### config.mk
export PLATFORM = sky130hd
export DESIGN_NAME = csr_timer
export DESIGN_NICKNAME = d
export VERILOG_FILES = /design/src/rtl/csr_timer.sv
export SDC_FILE = /design/constraint.sdc
export NUM_CORES = 1
export LEC_CHECK = 0
export BUFFER_PORTS_ARGS = -buffer_cell sky130_fd_sc_hd__buf_2
export CAP_MARGIN = 20
export CORE_MARGIN = 2
export CORE_UTILIZATION = 33
export DETAILED_ROUTE_END_ITERATION = 10
export MAX_ROUTING_LAYER = met4
export SLEW_MARGIN = 10
export SYNTH_ARGS = -nofsm -noshare
export SYNTH_HDL_FRONTEND = slang
export SYNTH_SLANG_ARGS = --single-unit
### constraint.sdc
create_clock -name sys_clk -period 6.3 [get_ports sys_clk]
set_input_delay 0 -clock sys_clk [delete_from_list [all_inputs] [get_ports sys_clk]]
set_output_delay 0 -clock sys_clk [all_outputs]
set_load 0.05 [all_outputs]
### src/rtl/csr_timer.sv
// CSR-mapped 16-bit timer with prescaler, compare match and level interrupt.
// Optional input-capture channel is built only when TIMER_CAPTURE_EN is defined.
module csr_timer #(
    parameter logic [15:0] PRESCALE_RST = 16'h0000,
    parameter logic [15:0] COMPARE_RST  = 16'hFFFF
) (
    input  logic        sys_clk,
    input  logic        sys_rst_n,
`ifdef TIMER_CAPTURE_EN
    input  logic        cap_in,
`endif
    input  logic [15:0] csr_a,
    input  logic        csr_we,
    input  logic [15:0] csr_di,
    output logic [15:0] csr_do,
    output logic        irq
);

    localparam logic [2:0] AddrCtrl     = 3'd0;
    localparam logic [2:0] AddrStatus   = 3'd1;
    localparam logic [2:0] AddrCount    = 3'd2;
    localparam logic [2:0] AddrCompare  = 3'd3;
    localparam logic [2:0] AddrPrescale = 3'd4;
    localparam logic [2:0] AddrCapture  = 3'd5;

    logic [2:0]  addr;
    logic        unused_addr;
    logic        wr_ctrl, wr_status, wr_count, wr_compare, wr_prescale;

    logic [2:0]  ctrl_q, ctrl_d;
    logic        match_q, match_d;
    logic [15:0] count_q, count_d;
    logic [15:0] compare_q, compare_d;
    logic [15:0] prescale_q, prescale_d;
    logic [15:0] presc_q, presc_d;
    logic [15:0] csr_do_q, rdata;
    logic        tick, hit, en_rise;

    assign addr        = csr_a[2:0];
    assign unused_addr = ^csr_a[15:3];

    assign wr_ctrl     = csr_we & (addr == AddrCtrl);
    assign wr_status   = csr_we & (addr == AddrStatus);
    assign wr_count    = csr_we & (addr == AddrCount);
    assign wr_compare  = csr_we & (addr == AddrCompare);
    assign wr_prescale = csr_we & (addr == AddrPrescale);

    assign tick    = ctrl_q[0] & (presc_q == prescale_q);
    assign hit     = tick & (count_q == compare_q);
    assign en_rise = wr_ctrl & csr_di[0] & ~ctrl_q[0];

    always_comb begin
        ctrl_d = ctrl_q;
        if (hit && !ctrl_q[1]) begin
            ctrl_d[0] = 1'b0;
        end
        if (wr_ctrl) begin
            ctrl_d = csr_di[2:0];
        end

        // Bus writes to COUNT override whatever the tick would have done.
        count_d = count_q;
        if (hit) begin
            if (ctrl_q[1]) begin
                count_d = 16'h0000;
            end
        end else if (tick) begin
            count_d = count_q + 16'd1;
        end
        if (wr_count) begin
            count_d = csr_di;
        end

        match_d = match_q;
        if (wr_status && csr_di[0]) begin
            match_d = 1'b0;
        end
        if (hit) begin
            match_d = 1'b1;
        end

        compare_d  = wr_compare ? csr_di : compare_q;
        prescale_d = wr_prescale ? csr_di : prescale_q;

        if (!ctrl_d[0] || wr_prescale || en_rise || tick) begin
            presc_d = 16'h0000;
        end else begin
            presc_d = presc_q + 16'd1;
        end
    end

`ifdef TIMER_CAPTURE_EN
    logic [1:0]  cap_sync_q;
    logic        cap_prev_q;
    logic        cap_rise;
    logic [15:0] capture_q, capture_d;
    logic        capf_q, capf_d;

    assign cap_rise = cap_sync_q[1] & ~cap_prev_q;

    always_comb begin
        capture_d = cap_rise ? count_q : capture_q;
        capf_d    = capf_q;
        if (wr_status && csr_di[1]) begin
            capf_d = 1'b0;
        end
        if (cap_rise) begin
            capf_d = 1'b1;
        end
    end

    always_ff @(posedge sys_clk or negedge sys_rst_n) begin
        if (!sys_rst_n) begin
            cap_sync_q <= 2'b00;
            cap_prev_q <= 1'b0;
            capture_q  <= 16'h0000;
            capf_q     <= 1'b0;
        end else begin
            cap_sync_q <= {cap_sync_q[0], cap_in};
            cap_prev_q <= cap_sync_q[1];
            capture_q  <= capture_d;
            capf_q     <= capf_d;
        end
    end
`endif

    always_comb begin
        rdata = 16'h0000;
        case (addr)
            AddrCtrl:     rdata = {13'h0000, ctrl_q};
`ifdef TIMER_CAPTURE_EN
            AddrStatus:   rdata = {14'h0000, capf_q, match_q};
            AddrCapture:  rdata = capture_q;
`else
            AddrStatus:   rdata = {15'h0000, match_q};
`endif
            AddrCount:    rdata = count_q;
            AddrCompare:  rdata = compare_q;
            AddrPrescale: rdata = prescale_q;
            default:      rdata = 16'h0000;
        endcase
    end

    always_ff @(posedge sys_clk or negedge sys_rst_n) begin
        if (!sys_rst_n) begin
            ctrl_q     <= 3'b000;
            match_q    <= 1'b0;
            count_q    <= 16'h0000;
            compare_q  <= COMPARE_RST;
            prescale_q <= PRESCALE_RST;
            presc_q    <= 16'h0000;
            csr_do_q   <= 16'h0000;
        end else begin
            ctrl_q     <= ctrl_d;
            match_q    <= match_d;
            count_q    <= count_d;
            compare_q  <= compare_d;
            prescale_q <= prescale_d;
            presc_q    <= presc_d;
            csr_do_q   <= rdata;
        end
    end

    assign csr_do = csr_do_q;
    assign irq    = match_q & ctrl_q[2];

endmodule

Word level (Yosys, flattened, before mapping)
Index checks and enable logic that the tools add are counted.

Register bits: 84. Input bits: 35. Output and inout port bits: 17. Logic and storage cells: 49.

$add $sub $neg: 2. Equal/unequal tests: 7. Mux-type cells: 10. Bitwise operators: 11. Reductions and logical operators: 11.

Operator list (number): $mux W16 (5); $pmux W16 S5 (1); $add A16 B1 Y16 const B (2); $eq A16 B16 Y1 (2); $and A1 B1 Y1 (10); $eq A3 B2 Y1 const B (2); $mux W1 (4); $eq A3 B1 Y1 const B (1); $eq A3 B3 Y1 const B (1); $logic_not A3 Y1 (1); $logic_or A1 B1 Y1 (3); $ne A3 B3 Y1 const B (1); $reduce_bool A3 Y1 (1); $logic_and A1 B1 Y1 (2); $logic_not A1 Y1 (2); $reduce_and A2 Y1 (1); $reduce_bool A2 Y1 (1); $not A1 Y1 (1).

Logic depth before layout (Yosys ltp)
Depth after elaboration: 11. Gate-level depth with buffers: 8. Mapped depth without buffers: 7.

Worst setup path after synthesis
No wires, ideal clock.

Kind: register -> register. From: register presc_q[3]. To: register count_q[0]. Setup time: 0.126 ns. Data arrival time: 2.008 ns. Setup slack: 4.166 ns. Stages on the path, launching flop included: 7. Path buffers: 0. Period minus slack after synthesis: 2.134 ns. Cells stage by stage: dfrtp_1 > xor2_1 > or4_1 > nor3b_2 > o211ai_4 > and2_1 > a221o_1.

Cells in the longest elaborated chain, start to end: 5.

RTL lines: start: declaration (RTL line 35) `logic [15:0] presc_q, presc_d;`; start signal: assignment (RTL line 159) `presc_q <= presc_d;`; $eq A16 B16 Y1 * (RTL line 48) `assign tick = ctrl_q[0] & (presc_q == prescale_q);`; $and A1 B1 Y1 * (RTL line 48); $and A1 B1 Y1 (RTL line 49) `assign hit = tick & (count_q == compare_q);`; $ne A3 B3 Y1 (no line) (tied with other cells); $reduce_and A2 Y1 (no line) / $mux W16 (equally long branches); end signal: assignment (RTL line 156) `count_q <= count_d;`; end: declaration (RTL line 32) `logic [15:0] count_q, count_d;`.

Every way passes the cells marked *; elsewhere a longest branch is shown, timed or not. A chain may end at the register's enable or synchronous reset.

Worst setup path after layout
From: register prescale_q[8]. To: register count_q[11].

Cells in the longest elaborated chain, start to end: 5.

RTL lines: start: declaration (RTL line 34) `logic [15:0] prescale_q, prescale_d;`; start signal: assignment (RTL line 158) `prescale_q <= prescale_d;`; $eq A16 B16 Y1 * (RTL line 48); $and A1 B1 Y1 * (RTL line 48); $and A1 B1 Y1 (RTL line 49); $ne A3 B3 Y1 (no line) (tied with other cells); $reduce_and A2 Y1 (no line) / $mux W16 (equally long branches).

Marked as above.

==> out/summary.md <==
Yosys attributes the largest share of cell area to sky130_fd_sc_hd__dfrtp_1 (38%), sky130_fd_sc_hd__dfstp_2 (9.5%), sky130_fd_sc_hd__mux2_2 (8.9%), sky130_fd_sc_hd__xor2_1 (5.9%), sky130_fd_sc_hd__nand2_1 (4.2%). Origin of the worst setup path: prescale_q[8]. OpenSTA, run right after detailed placement, puts the worst setup slack at 3.665 ns.

In this run, distinct cell masters in the synthesized netlist total 50. During placement, the flow inserted port buffers numbering 38. Dividing the detail-routed wire length by the instance count gives 17.78 um.

The worst hold slack is 0.01426 ns. In this run the count of I/O pins placed on the die edge is 52. The start of the worst register-to-register path is prescale_q[8].

The average instance in the mapped netlist occupies 10.42 sq um. Number of enable-type register cells in the synthesized netlist: 0. In this run the power density over the cells is 290.2 nW/um^2. The run gives 3.62 ns as the flop-to-flop setup slack. For this run, the detailed router's first-pass iteration total came to 5. The number of max-cap violations is 0, and the synthesis-stage register bit count is 84. STA classifies the critical path startpoint as a flop.

The tools report the worst ir drop on vdd as 0.1221 mV. The tree is rooted in a sky130_fd_sc_hd__clkbuf_16. The total wire length after detailed routing is 11660 um, and the highest fanout seen on the critical path is 6. Derived from the worst setup path, the maximum achievable clock frequency is 0.3725 GHz. Once layout is done, the placed cells without fillers occupy 5269 sq um. The biggest area contributor in the post-synthesis netlist is sky130_fd_sc_hd__dfrtp_1. The commonest cells after synthesis are sky130_fd_sc_hd__dfrtp_1 (68), sky130_fd_sc_hd__nand2_1 (50), sky130_fd_sc_hd__mux2_2 (35), sky130_fd_sc_hd__nor2_1 (33), sky130_fd_sc_hd__xor2_1 (30). Setup repair after global routing left no endpoint under its margin. The clock arrives with 0.006717 ns of skew. The detailed router placed 3500 vias in this run. The worst min-delay path category is input pin to flop. The arithmetic-cell share of the synthesized area counting full adders, half adders and majority gates was 0.005639. The post-synthesis sequential area ratio was 0.4782.

During synthesis, Yosys emitted a total of 0 warnings. TritonCTS built the clock tree. In the final timing run, aggregate negative setup slack is 0 ns. Subtracting the final worst setup slack from the clock period gives 2.685 ns. Number of stages on the worst hold path: 2. Gates resized during post-CTS repair numbered 0. The worst max-slew margin expressed relative to the limit is 0.3618. The run finished with clean final reports. The region available for standard cell placement spans 13190 sq um.

The largest individual stage delay along the critical path comes from the cell sky130_fd_sc_hd__nor4_1. The H-tree was split into 3 levels. The area growth from synthesis to layout is 18.72%.

In this run the deepest clock path goes through 2 buffers. Summed over all cells, the static leakage comes to 2.209 nW. For the worst flop-to-flop path, the logic depth is 6. The tools report the wire length of the first global-routing pass as 18460 um.

The count of nets left with antenna violations once routing finished came out at 0. The number of buffer and inverter stages on the critical path was 0. The congestion estimate from routability-driven global placement came to 0.8410.

The count of cells in the finished layout, fillers not included, comes to 656. Entering global routing, the biggest net connects 85 pins. The total congestion overflow after global routing was 0; the count of clock tree sinks was 84. Share of the synthesized area in the top cell type: 0.3834.

The number of buffers inserted during clock tree synthesis was 9. For this run, the leading register cell type out of synthesis is sky130_fd_sc_hd__dfrtp_1. The cell count after synthesis came out at 426. The required time reported for the critical path endpoint was 6.53 ns; the width of the die was 120.0 um. The transition time at the pin with the least slew margin came out at 0.9573 ns. Number of antenna violations at the first check in global routing: 0. The startpoint identified for the worst hold timing path is csr_a[1]. Clock latency on the worst-skew pair, taken at its later pin, is 0.34 ns. The die covers 14390 sq um. The kind of cell with the highest combined delay on the critical path was simple AND/OR/NAND/NOR gates.

The run gives 0 as the DRC violation count after routing. Fraction of the mapped netlist area in compound gates: 0.1015. The count of inserted antenna diode cells was 0.

The number of global-route vias before repair is 3461, and the via count normalized by instance count is 5.335. Detailed placement ended at an HPWL of 7890 um. Synthesis produced a netlist with a net count of 463.

The simple-gate portion of the synthesized area is 0.1683. The share of the synthesized netlist area taken by xor and xnor gates is 0.09247. The final count of hold timing violations was 0. The reg-to-reg endpoint was count_q[11].

At the worst endpoint, the arrival time is 2.91 ns. In this run the worst setup path terminates at count_q[11]. The run gives 0.3995 as the final design utilization. In this run the number of cells on the critical path is 6. For the instance count after placement with tap cells included, the log shows 621. In this run the cell area of the synthesized design comes to 4438 sq um. The worst setup path is of the flop to flop kind.

For the number of setup violations in the final report, the log shows 0. The largest single stage delay on the critical path is 0.70 ns. By area, the combinational part of the netlist is dominated by simple AND/OR/NAND/NOR gates. STA classifies the critical path endpoint as a flop.

Ratio of cells with drive above 1 in the final layout: 0.2417. After the last flow step, the layout net total stands at 512. The global-route total usage across every layer is 0.1725, and the multiplexer area fraction after synthesis is 0.1271.

The initial cell density of the core is 0.3365. The placed instances occupy a cell area of 4790 sq um. The logs give 0 for the total count of max-transition violations in the final report and 235 for the number of violations reported at the end of detailed-routing iteration 0. The fraction of the cycle the final worst path needs works out to 0.4261. The clock transition time at the flip-flop clock pins of the worst setup and hold paths was 0.06 ns. The design draws 1.529 mW.

Once routing completed, OpenROAD measured the worst setup slack at 3.615 ns. By instance count, the leading cell after synthesis is sky130_fd_sc_hd__dfrtp_1. After floorplanning, the core was divided into 42 placement rows. The share of flip-flops with an asynchronous set or reset after synthesis is 1.000. Walking the worst path, the cells encountered are xnor2_2 -> nand4_1 -> nor4_1 -> nand3_1 -> o2111a_1 -> a211o_1. The floorplan step set the die height to 120.0 um.
cell families (layout without fill, tap and decap cells):
family | Yosys count | in the layout
AOI/OAI and AO/OA | 63 | 63
muxes | 52 | 52
and+or+nand+nor | 148 | 148
adders and majority gates | 2 | 2
DFF | 84 | 84
xor gates and xnor gates | 46 | 46
buffers and inverters | 31 | 85
flip-flops by register name, summed over array words and instances (netlist names):
register / flops
compare_q: 16
ctrl_q: 3
match_q: 1
prescale_q: 16
count_q: 16
presc_q: 16
csr_do: 16
what timing repair did:
item,CTS,global route
setup buffers,0,0
hold buffers,18,0
endpoints found under the hold margin,114,0
how the worst min path moves through the flow:
stage | endpoint | slack [ns]
CTS | csr_do[0] | 0.008
global route | csr_do[0] | 0.04
detailed placement | csr_do[6] | 0.27
finish | csr_do[0] | 0.01
global placement | csr_do[6] | 0.26
floorplan | count_q[0] | -0.30
where the power goes:
part	internal [mW]	leakage [nW]	switching, mW	total, mW
registers	0.635	1.01	0.0929	0.727
logic	0.133	1.07	0.178	0.311
clock network	0.277	0.129	0.214	0.490
routing by layer:
layer  vias to the layer above  routed length [um]  global-route usage
li1                       1625                   -                   -
met1                      1749                4916              0.2147
met2                       106                5814              0.2781
met3                        20                 685             0.03232
met4                         0                 244             0.06838
met5                         -                   0                   -
area by class of cell:
class                           instances  area [sq um]
Inverter                               10         37.54
Timing Repair Buffer                   59         415.4
Sequential cell                        84          2122
Fill cell                            1301          7921
Multi-Input combinational cell        311          2202
Clock inverter                          4         25.02
Tap cell                              176         220.2
Clock buffer                           12         246.5
worst reg2reg max path, stage by stage, from the launching register on:
cell                       delay (ns)
sky130_fd_sc_hd__dfrtp_1         0.46
sky130_fd_sc_hd__xnor2_2         0.26
sky130_fd_sc_hd__nand4_1         0.12
sky130_fd_sc_hd__nor4_1          0.70
sky130_fd_sc_hd__nand3_1         0.51
sky130_fd_sc_hd__o2111a_1        0.30
sky130_fd_sc_hd__a211o_1         0.23
cells in the final DEF (no fill, tap or decap), types with 4 or more instances in the layout:
cell and n:
sky130_fd_sc_hd__a22oi_1 5, sky130_fd_sc_hd__a31oi_1 5, sky130_fd_sc_hd__and2_1 5, sky130_fd_sc_hd__and3_1 11, sky130_fd_sc_hd__buf_2 37, sky130_fd_sc_hd__clkbuf_16 9, sky130_fd_sc_hd__dfrtp_1 68, sky130_fd_sc_hd__dfstp_2 16
sky130_fd_sc_hd__dlygate4sd3_1 18, sky130_fd_sc_hd__inv_1 10, sky130_fd_sc_hd__mux2_2 35, sky130_fd_sc_hd__mux2i_1 17, sky130_fd_sc_hd__nand2_1 50, sky130_fd_sc_hd__nand3_1 13, sky130_fd_sc_hd__nand4_1 12, sky130_fd_sc_hd__nor2_1 33
sky130_fd_sc_hd__nor4_1 6, sky130_fd_sc_hd__o21ai_0 23, sky130_fd_sc_hd__o311ai_0 5, sky130_fd_sc_hd__o31a_1 4, sky130_fd_sc_hd__xnor2_1 15, sky130_fd_sc_hd__xor2_1 30
Note: power is estimated with default switching activity, not from simulation.
